[src/rtl/fb_pkg.sv]
// Shared definitions for the frame buffer scheduler.
//   FB_H_RES / FB_V_RES : default frame geometry (320x240).
//   X_W / Y_W           : widths of the video pixel coordinates.
//   ROW_STRIDE_HI/LO    : shift amounts so that row*320 = (row<<8) + (row<<6).
//   fb_state_e          : RAM ownership states.
package fb_pkg;

  localparam int unsigned FB_H_RES = 320;
  localparam int unsigned FB_V_RES = 240;

  localparam int unsigned X_W = 9;
  localparam int unsigned Y_W = 8;

  localparam int unsigned ROW_STRIDE_HI = 8;
  localparam int unsigned ROW_STRIDE_LO = 6;

  typedef enum logic [1:0] {
    ST_CLEAR = 2'd0,  // zero-fill whole buffer, display blanked
    ST_READ  = 2'd1,  // video readout with scroll offset
    ST_WRITE = 2'd2,  // waterfall line write during lower blanking
    ST_BLANK = 2'd3   // idle until lower blanking ends
  } fb_state_e;

endpackage

[src/rtl/fb_row_addr.sv]
// Combinational row/address arithmetic shared by the readout and line-write
// paths.
//   row_sum_i : y + y_offset, always < 2*V_RES
//   row_mod_o : row_sum_i mod V_RES (single compare-subtract)
//   row_i     : row to address
//   col_i     : column to address
//   addr_o    : row_i*H_RES + col_i
module fb_row_addr
  import fb_pkg::*;
#(
  parameter int unsigned H_RES  = FB_H_RES,
  parameter int unsigned V_RES  = FB_V_RES,
  parameter int unsigned ADDR_W = 17
) (
  input  logic [Y_W:0]      row_sum_i,
  output logic [Y_W-1:0]    row_mod_o,
  input  logic [Y_W-1:0]    row_i,
  input  logic [X_W-1:0]    col_i,
  output logic [ADDR_W-1:0] addr_o
);

  localparam logic [Y_W:0] V_RES_W = (Y_W + 1)'(V_RES);

  logic [ADDR_W-1:0] row_ext;
  logic [ADDR_W-1:0] row_base;

  // The sum never reaches 2*V_RES, so one conditional subtract is a full modulo.
  assign row_mod_o = (row_sum_i >= V_RES_W) ? Y_W'(row_sum_i - V_RES_W)
                                            : row_sum_i[Y_W-1:0];

  assign row_ext = ADDR_W'(row_i);

  generate
    if (H_RES == (1 << ROW_STRIDE_HI) + (1 << ROW_STRIDE_LO)) begin : g_shift_add
      assign row_base = (row_ext << ROW_STRIDE_HI) + (row_ext << ROW_STRIDE_LO);
    end else begin : g_mult
      assign row_base = row_ext * ADDR_W'(H_RES);
    end
  endgenerate

  assign addr_o = row_base + ADDR_W'(col_i);

endmodule

[src/rtl/framebuf_scheduler.sv]
// Sole owner of the single-port frame buffer RAM. Sequences power-on or
// requested clears, per-pixel readout with vertical scroll, and one waterfall
// line write per scroll step during lower blanking.
//   clk, resetn           : pixel clock, async active-low reset
//   x, y                  : video pixel coordinates
//   lower_blank           : vertical blanking below the visible area
//   clear_req             : one-cycle clear request (acted on at next blanking)
//   wr_valid/wr_data      : line-producer pixel stream
//   wr_ready              : pixel accepted this cycle
//   ram_addr/wdata/we     : registered RAM port
//   video_blank           : RAM contents invalid, top forces black
//   line_done             : pulse after the last pixel of a line is written
//   overrun               : sticky, a line write was cut short
//   y_offset              : current top row index
module framebuf_scheduler
  import fb_pkg::*;
#(
  parameter int unsigned H_RES      = FB_H_RES,
  parameter int unsigned V_RES      = FB_V_RES,
  parameter int unsigned ADDR_W     = 17,
  parameter int unsigned DATA_W     = 8,
  parameter int unsigned SCROLL_DIV = 2
) (
  input  logic              clk,
  input  logic              resetn,
  input  logic [X_W-1:0]    x,
  input  logic [Y_W-1:0]    y,
  input  logic              lower_blank,
  input  logic              clear_req,
  input  logic              wr_valid,
  input  logic [DATA_W-1:0] wr_data,
  output logic              wr_ready,
  output logic [ADDR_W-1:0] ram_addr,
  output logic [DATA_W-1:0] ram_wdata,
  output logic              ram_we,
  output logic              video_blank,
  output logic              line_done,
  output logic              overrun,
  output logic [Y_W-1:0]    y_offset
);

  localparam int unsigned PIX   = H_RES * V_RES;
  localparam int unsigned CLR_W = ADDR_W + 1;  // counts one past the last address
  localparam int unsigned FC_W  = (SCROLL_DIV > 1) ? $clog2(SCROLL_DIV) : 1;

  localparam logic [CLR_W-1:0] CLR_END  = CLR_W'(PIX);
  localparam logic [X_W-1:0]   COL_LAST = X_W'(H_RES - 1);
  localparam logic [Y_W-1:0]   ROW_LAST = Y_W'(V_RES - 1);
  localparam logic [FC_W-1:0]  FC_LAST  = FC_W'(SCROLL_DIV - 1);

  fb_state_e         state_q, state_d;
  logic [CLR_W-1:0]  clr_cnt_q, clr_cnt_d;
  logic [ADDR_W-1:0] ram_addr_q, ram_addr_d;
  logic [DATA_W-1:0] ram_wdata_q, ram_wdata_d;
  logic              ram_we_q, ram_we_d;
  logic              line_done_q, line_done_d;
  logic              overrun_q, overrun_d;
  logic              video_blank_q, video_blank_d;
  logic [Y_W-1:0]    y_offset_q, y_offset_d;
  logic [FC_W-1:0]   frame_cnt_q, frame_cnt_d;
  logic              clr_pend_q, clr_pend_d;
  logic [X_W-1:0]    col_q, col_d;

  // Readout pipeline stage 1 and blanking edge detector.
  logic [X_W-1:0]    x_q;
  logic [Y_W-1:0]    row_q;
  logic              lb_q;

  logic [Y_W:0]      row_sum;
  logic [Y_W-1:0]    row_mod;
  logic [Y_W-1:0]    row_sel;
  logic [X_W-1:0]    col_sel;
  logic [ADDR_W-1:0] row_addr;
  logic              lb_rise;
  logic              clr_now;

  assign row_sum = {1'b0, y} + {1'b0, y_offset_q};
  assign lb_rise = lower_blank & ~lb_q;

  // One address generator: the write path addresses the freshly scrolled top
  // row, the read path the registered stage-1 row.
  assign row_sel = (state_q == ST_WRITE) ? y_offset_q : row_q;
  assign col_sel = (state_q == ST_WRITE) ? col_q      : x_q;

  fb_row_addr #(
    .H_RES  (H_RES),
    .V_RES  (V_RES),
    .ADDR_W (ADDR_W)
  ) u_row_addr (
    .row_sum_i (row_sum),
    .row_mod_o (row_mod),
    .row_i     (row_sel),
    .col_i     (col_sel),
    .addr_o    (row_addr)
  );

  // Ready drops in the same cycle blanking ends, so a late beat is refused.
  assign wr_ready = (state_q == ST_WRITE) && lower_blank;
  assign clr_now  = clr_pend_q | clear_req;

  // NOTE: sequential state uses <= so every register samples pre-edge values
  // regardless of statement order.
  always_ff @(posedge clk or negedge resetn) begin
    if (!resetn) begin
      x_q   <= '0;
      row_q <= '0;
      lb_q  <= 1'b0;
    end else begin
      x_q   <= x;
      row_q <= row_mod;
      lb_q  <= lower_blank;
    end
  end

  // NOTE: every _d gets a default before the case so no path infers a latch.
  always_comb begin
    state_d       = state_q;
    clr_cnt_d     = clr_cnt_q;
    ram_addr_d    = ram_addr_q;
    ram_wdata_d   = ram_wdata_q;
    ram_we_d      = 1'b0;
    line_done_d   = 1'b0;
    overrun_d     = overrun_q;
    video_blank_d = video_blank_q;
    y_offset_d    = y_offset_q;
    frame_cnt_d   = frame_cnt_q;
    clr_pend_d    = clr_pend_q;
    col_d         = col_q;

    unique case (state_q)
      ST_CLEAR: begin
        if (clr_cnt_q == CLR_END) begin
          state_d       = ST_READ;
          video_blank_d = 1'b0;
          y_offset_d    = '0;
          frame_cnt_d   = '0;
        end else begin
          ram_we_d    = 1'b1;
          ram_addr_d  = clr_cnt_q[ADDR_W-1:0];
          ram_wdata_d = '0;
          clr_cnt_d   = clr_cnt_q + 1'b1;
        end
      end

      ST_READ: begin
        ram_addr_d = row_addr;
        clr_pend_d = clr_now;
        if (lb_rise) begin
          if (clr_now) begin
            // A pending clear wins over a due scroll step.
            state_d       = ST_CLEAR;
            clr_pend_d    = 1'b0;
            clr_cnt_d     = '0;
            video_blank_d = 1'b1;
          end else if (frame_cnt_q == FC_LAST) begin
            state_d     = ST_WRITE;
            frame_cnt_d = '0;
            col_d       = '0;
            y_offset_d  = (y_offset_q == '0) ? ROW_LAST : y_offset_q - 1'b1;
          end else begin
            state_d     = ST_BLANK;
            frame_cnt_d = frame_cnt_q + 1'b1;
          end
        end
      end

      ST_WRITE: begin
        if (!lower_blank) begin
          overrun_d = 1'b1;
          state_d   = ST_READ;
        end else if (wr_valid) begin
          ram_we_d    = 1'b1;
          ram_addr_d  = row_addr;
          ram_wdata_d = wr_data;
          if (col_q == COL_LAST) begin
            line_done_d = 1'b1;
            state_d     = ST_BLANK;
          end else begin
            col_d = col_q + 1'b1;
          end
        end
      end

      ST_BLANK: begin
        if (!lower_blank) state_d = ST_READ;
      end

      default: state_d = ST_CLEAR;
    endcase
  end

  always_ff @(posedge clk or negedge resetn) begin
    if (!resetn) begin
      state_q       <= ST_CLEAR;
      clr_cnt_q     <= '0;
      ram_addr_q    <= '0;
      ram_wdata_q   <= '0;
      ram_we_q      <= 1'b0;
      line_done_q   <= 1'b0;
      overrun_q     <= 1'b0;
      video_blank_q <= 1'b1;
      y_offset_q    <= '0;
      frame_cnt_q   <= '0;
      clr_pend_q    <= 1'b0;
      col_q         <= '0;
    end else begin
      state_q       <= state_d;
      clr_cnt_q     <= clr_cnt_d;
      ram_addr_q    <= ram_addr_d;
      ram_wdata_q   <= ram_wdata_d;
      ram_we_q      <= ram_we_d;
      line_done_q   <= line_done_d;
      overrun_q     <= overrun_d;
      video_blank_q <= video_blank_d;
      y_offset_q    <= y_offset_d;
      frame_cnt_q   <= frame_cnt_d;
      clr_pend_q    <= clr_pend_d;
      col_q         <= col_d;
    end
  end

  assign ram_addr    = ram_addr_q;
  assign ram_wdata   = ram_wdata_q;
  assign ram_we      = ram_we_q;
  assign line_done   = line_done_q;
  assign overrun     = overrun_q;
  assign video_blank = video_blank_q;
  assign y_offset    = y_offset_q;

endmodule
[config.mk]
export PLATFORM = sky130hd
export DESIGN_NAME = framebuf_scheduler
export DESIGN_NICKNAME = d
export VERILOG_FILES = /design/src/rtl/fb_pkg.sv /design/src/rtl/fb_row_addr.sv /design/src/rtl/framebuf_scheduler.sv
export SDC_FILE = /design/constraint.sdc
export NUM_CORES = 1
export LEC_CHECK = 0
export CAP_MARGIN = 40
export CORE_MARGIN = 4
export CORE_UTILIZATION = 25
export DETAILED_ROUTE_END_ITERATION = 7
export GPL_ROUTABILITY_DRIVEN = 0
export PLACE_DENSITY = 0.4
export SYNTH_ARGS = -nofsm -noshare
export SYNTH_HDL_FRONTEND = slang
export SYNTH_SLANG_ARGS = --single-unit
[constraint.sdc]
create_clock -name clk -period 5.3 [get_ports clk]
set_clock_uncertainty 0.15 [all_clocks]
set_input_delay 0.53 -clock clk [delete_from_list [all_inputs] [get_ports clk]]
set_output_delay 0.53 -clock clk [all_outputs]
set_load 0.02 [all_outputs]
==> flow_summary.json, run 1 <==
{
  "cp-start-kind": "flip-flop",
  "syn_avg_cell_area_sq_um": 9.81,
  "drtIter0Drc": 250,
  "synth_fp_nets": 581,
  "crit_path_frequent_cell": "ha_1",
  "synth_mux_area_share_pct": 6.92,
  "synthFlopType": "dfrtp_1",
  "route.vias.total": 3954,
  "grt_pass1_vias": 4100,
  "cts_buffers": 9,
  "cp-end-kind": "flip-flop",
  "synthSimpleGateAreaFrac_pct": 17.1,
  "drc_errors": 0,
  "r2r_start": "state_q[0]",
  "finalSetupViolCount": 0,
  "crit_start": "state_q[0]",
  "track_usage_pct": 12.5,
  "async_reset_ff_share_pct": 100,
  "critPathMaxFanout": 21,
  "utilization_pct": 31.9,
  "synth_top_family_by_area": "simple AND/OR/NAND/NOR gates",
  "final_antenna_net_count": 0,
  "r2r_setup_slack_ns": 1.72,
  "ios": 68,
  "numPortBuffers": 67,
  "relSlewSlack_pct": 47.6,
  "first_pass_iters": 4,
  "grtUsageMet1_pct": 17.4,
  "grt_pass1_wl_microns": 22300,
  "hold_viol_final": 6,
  "cts_max_level": 3,
  "cts.path.max_buffers": 2,
  "cts_tree": "done",
  "wirelength_microns": 13500,
  "final.min_clock_period_ns": 3.58,
  "fp.dieArea_sq_um": 22600,
  "syn2layout_area_growth_pct": 24.3,
  "yosysTopAreaCellShare_pct": 42.0,
  "tns_ns": 0,
  "outcome": "complete, but fails checks",
  "core_region_area_sq_um": 19700,
  "synth_cell_types": 63,
  "nNetsFinal": 645,
  "initial_core_util_pct": 25.7,
  "antenna_found_initial": 0,
  "yosys.area.top_type": "dfrtp_1",
  "path_cells": "inv_1, ha_1, buf_4, mux2_2, ha_1, ha_1, fa_1, a21o_1, nand4_1, nand2_1, mux2i_1, o21ai_0, a22o_1",
  "critPathSlowestCell": "ha_1",
  "final_layout_size_suffix_gt1_share_pct": 8.89,
  "holdBufCountCts": 0,
  "r2r-end": "ram_addr[15]",
  "cp.required_ns": 5.38,
  "use_met2_pct": 19.5,
  "ir_worst_vdd_v": 0.000170,
  "p_leak_nw": 2.76,
  "die_height_microns": 150,
  "drv_cap": 0,
  "worstMarginPinSlew_ns": 0.786,
  "post-cts-setup-buffers": 0,
  "clkLatencyLatePin_ns": 0.34,
  "fp-row-count": 51,
  "die_w_microns": 150,
  "arrival_ns": 3.66,
  "critPathKind": "flip-flop to flip-flop",
  "overflow": 0,
  "synth_xor_area_share_pct": 4.15,
  "finalMaxSlewViolations": 0,
  "place_hpwl_microns": 10000,
  "cts.sinks": 86,
  "synth_edf_count": 0,
  "fmax_mhz": 279,
  "wl_per_cell_microns": 15.8,
  "postCtsResizedCells": 0,
  "rsz0062_at_grt": "no",
  "ys_seq_area_share_pct": 42.5,
  "antenna_cells": 0,
  "grt_max_degree": 53,
  "synth_compound_area_share_pct": 16.6,
  "endpoint": "ram_addr[15]",
  "fin_crit_sh_pct": 67.6,
  "clkTransAtPathRegs_ns": 0.06,
  "syn_inst": 516,
  "violations": "negative hold slack",
  "hold_ws_ns": -0.00478,
  "yosysWarnings": 0,
  "power_density_nw_per_um2": 625,
  "synth_most_common_cell": "dfrtp_1",
  "via_per_inst": 4.65,
  "root_buffer": "clkbuf_16",
  "cpPeakStageDelay_ns": 0.45,
  "rr_worst_depth": 13,
  "synth_area_leaders": "dfrtp_1 42%, ha_1 7.9%, nand2_1 4.2%",
  "min_path_type": "primary input to async pin",
  "busiest_layer": "met2",
  "syn_area_sq_um": 5060,
  "ys_seq_elements": 86,
  "grtUsageMet3_pct": 2.14,
  "yosys-top-cells-count": "85 x dfrtp_1, 56 x nand2_1, 39 x nor2_1",
  "synth_adder_area_share_pct": 9.09
}
-- placed cells by master, fill, tap and decap left out, types with 11 or more instances in the layout --
master and instances:
a22o_1 19, nor2_1 39, and3_1 11, xor2_1 20, o21ai_0 33, mux2i_1 17
mux2_2 16, inv_1 22, ha_1 32, a21oi_1 18, nand2_1 56, nor3_1 11
clkdlybuf4s50_1 66, o21ai_1 11, dfrtp_1 85, nand3_1 14
-- layer usage --
layer,part of all wire [%],wire length (microns)
met1,49,6610
met3,3.3,438
met4,1.6,214
met2,46,6190
met5,0,0
-- flip-flops by register name, summed over array words and instances, names as in the netlist --
register     cells
overrun          1
ram_addr        17
video_blank      1
state_q          2
lb_q             1
x_q              9
line_done        1
ram_wdata        8
frame_cnt_q      1
row_q            8
ram_we           1
col_q            9
y_offset         8
clr_pend_q       1
clr_cnt_q       18
-- critical path, delay by kind of cell (launching register included) --
family                   cells  cell delay, ns
AO/OA/AOI/OAI                3            0.51
adder cells (fa/ha/maj)      4            1.24
buffers and inverters        2            0.47
flip-flops                   1            0.40
multiplexers                 2            0.51
AND/OR/NAND/NOR              2            0.18
-- cell type report --
cell class                      count  area (sq um)
Clock buffer                       13           270
Tap cell                          265           332
Fill cell                        2005         13400
Sequential cell                    86          2150
Inverter                           22          82.6
Multi-Input combinational cell    390          2730
Timing Repair Buffer               71           706
Clock inverter                      3          17.5
-- how the worst min path moves through the flow --
| stage | startpoint | end | slack [ns] | cells after the start |
|---|---|---|---|---|
| 2_1_floorplan | resetn | clr_cnt_q[0] | 0.08 | 0 |
| 3_3_place_gp | overrun | overrun | 0.31 | 1 |
| 3_5_place_dp | overrun | overrun | 0.31 | 1 |
| 4_1_cts | resetn | x_q[4] | 0.005 | 1 |
| 5_1_grt | resetn | x_q[4] | 0.03 | 1 |
| 6_report | resetn | x_q[4] | -0.005 | 1 |
-- power breakdown --
part	switching [mW]	internal, mW	leakage [nW]
registers	0.143	0.845	1.10
clock network	0.255	0.355	0.142
logic	1.30	1.03	1.52
total	1.70	2.23	2.76
-- per-stage QoR --
stage	instance area (sq um)	power [mW]	std cells	hold slack (ns)	setup WS (ns)
global route	6290	4.32	850	0.0307	1.43
floorplan	5060	2.67	516	0.0844	1.50
detailed placement	6010	3.40	834	0.311	1.70
finish	6290	3.93	850	-0.00478	1.72
CTS	6290	4.04	850	0.00548	1.68
global placement	5980	3.35	832	0.309	1.73
-- cell families (layout without fill, tap and decap cells) --
family,count (synthesis),after routing
flip-flops,86,86
AO/OA/AOI/OAI,123,123
AND/OR/NAND/NOR,175,175
adder cells (fa/ha/maj),35,35
buffers and inverters,40,109
XOR/XNOR,24,24
multiplexers,33,33
(Power assumes the default switching activity.)
==> run 2, diff against run 1 <==
- clock period: 5.3 -> 3.55 ns (I/O delays scaled with it)
==> run 2 against run 1 <==
Compared with the run above:
- hold slack improved by 0.31 ns
- first-iteration DRC count down 28%
- critical endpoint unchanged
- core utilization up 0.30 points
- count of clock-buffer cells in the layout down 2
- the run now ends clean
- largest cell class unchanged
==> flow_summary.json, run 2 (synthesized netlist as in run 1, its figures left out) <==
{
  "antenna_cells": 0,
  "cts_buffers": 9,
  "wirelength_microns": 13800,
  "cp-end-kind": "flip-flop",
  "grt_pass1_vias": 4069,
  "first_pass_iters": 4,
  "worstMarginPinSlew_ns": 0.755,
  "final_common_cell": "dfrtp_1",
  "final.min_clock_period_ns": 3.36,
  "busiest_layer": "met2",
  "overflow": 0,
  "multi_input_area_sq_um": 2730,
  "ios": 68,
  "cts_max_level": 3,
  "largest_reg_flops": 18,
  "cts_tree": "done",
  "grtUsageMet1_pct": 17.1,
  "via_per_inst": 4.75,
  "grt_pass1_wl_microns": 21900,
  "clkTransAtPathRegs_ns": 0.06,
  "cts.path.max_buffers": 2,
  "outcome": "finished clean",
  "fillers": 2024,
  "antenna_found_initial": 0,
  "min_path_type": "primary input to flip-flop",
  "wl_per_cell_microns": 16.1,
  "die_w_microns": 150,
  "finalMaxSlewViolations": 0,
  "critPathKind": "flip-flop to flip-flop",
  "cp-start-kind": "flip-flop",
  "hold_viol_final": 0,
  "regArea_sq_um": 2150,
  "cp.required_ns": 3.63,
  "nNetsFinal": 655,
  "tns_ns": 0,
  "grtUsageMet3_pct": 2.23,
  "arrival_ns": 3.44,
  "ir_worst_vdd_v": 0.000308,
  "syn2layout_area_growth_pct": 25.5,
  "clkLatencyLatePin_ns": 0.34,
  "p_leak_nw": 2.80,
  "drc_errors": 0,
  "grt_max_degree": 42,
  "root_buffer": "clkbuf_16",
  "power_mw": 5.92,
  "fmax_mhz": 298,
  "place_hpwl_microns": 10400,
  "numPortBuffers": 67,
  "rsz0062_at_grt": "no",
  "final_antenna_net_count": 0,
  "fin_crit_sh_pct": 94.5,
  "relSlewSlack_pct": 49.7,
  "post-cts-setup-buffers": 0,
  "final_cell_mix": "85 x dfrtp_1, 66 x clkdlybuf4s50_1, 56 x nand2_1, 39 x nor2_1, 32 x o21ai_0",
  "initial_core_util_pct": 25.7,
  "cts.sinks": 86,
  "final_layout_size_suffix_gt1_share_pct": 10.1,
  "route.vias.total": 4081,
  "finalSetupViolCount": 0,
  "fp-row-count": 51,
  "use_met2_pct": 19.9,
  "critPathMaxFanout": 8,
  "fp.dieArea_sq_um": 22600,
  "drtIter0Drc": 180,
  "drv_cap": 0,
  "core_region_area_sq_um": 19700,
  "die_height_microns": 150,
  "top_register": "clr_cnt_q",
  "power_density_nw_per_um2": 932,
  "track_usage_pct": 12.6
}
## run 2: layout make-up
cell class                 instances  share of cell area [%]
clock inverter                     4                   0.374
timing repair buffer              81                    12.4
tap                              265                    5.22
inverter                          22                    1.30
multi-input combinational        390                    43.0
clock buffer                      11                    3.82
sequential                        86                    33.9
## run 2: timing repair
action | in CTS | in global routing
endpoints found under the hold margin | 29 | 0
setup endpoints to repair | 0 | 6
resized for setup | 0 | 2
hold buffers | 1 | 0
## run 2: worst paths after layout
check                      slack (ns)      endpoint  cells past startpoint        from
min in group asynchronous        0.36      col_q[1]                      2      resetn
max reg2reg                      0.19  ram_addr[15]                     13  state_q[0]
min reg2reg                      0.32       overrun                      1     overrun
max in group asynchronous        2.30    state_q[1]                      3      resetn
min                              0.30        x_q[3]                      1        x[3]
max                              0.19  ram_addr[15]                     13  state_q[0]
## run 2: worst max-delay path, stage by stage (launching register included)
cell,delay [ns]
dfrtp_1,0.40
inv_1,0.11
ha_2,0.25
buf_4,0.19
mux2_2,0.37
ha_1,0.31
ha_1,0.23
fa_1,0.41
a21o_1,0.21
nand4_1,0.09
nand2_1,0.09
mux2i_1,0.15
o21ai_0,0.11
a22o_1,0.19
## run 2: power breakdown
part           internal, mW  leakage, nW  total (mW)  switching (mW)
clock network         0.487        0.135       0.871           0.383
logic                  1.58         1.56        3.59            2.01
registers              1.26         1.10        1.46           0.194
total                  3.33         2.80        5.92            2.59
## run 2: per-stage QoR
step                util, %  hold slack (ns)  setup slack [ns]  instance area (sq um)  instances
detailed placement     30.8            0.201             0.134                   6070        843
CTS                    32.2            0.279             0.107                   6350        859
global route           32.2            0.288            0.0101                   6350        859
floorplan                 -          -0.0906            0.0752                   5070        516
finish                 32.2            0.302             0.194                   6350        859
global placement       30.7            0.290             0.211                   6050        842
## run 2: routing by layer
layer  vias to the layer above  wire length (microns)
met5                         -                      0
met4                         0                    233
met3                        14                    535
met2                        76                   6480
met1                      1994                   6580
li1                       1997                      -
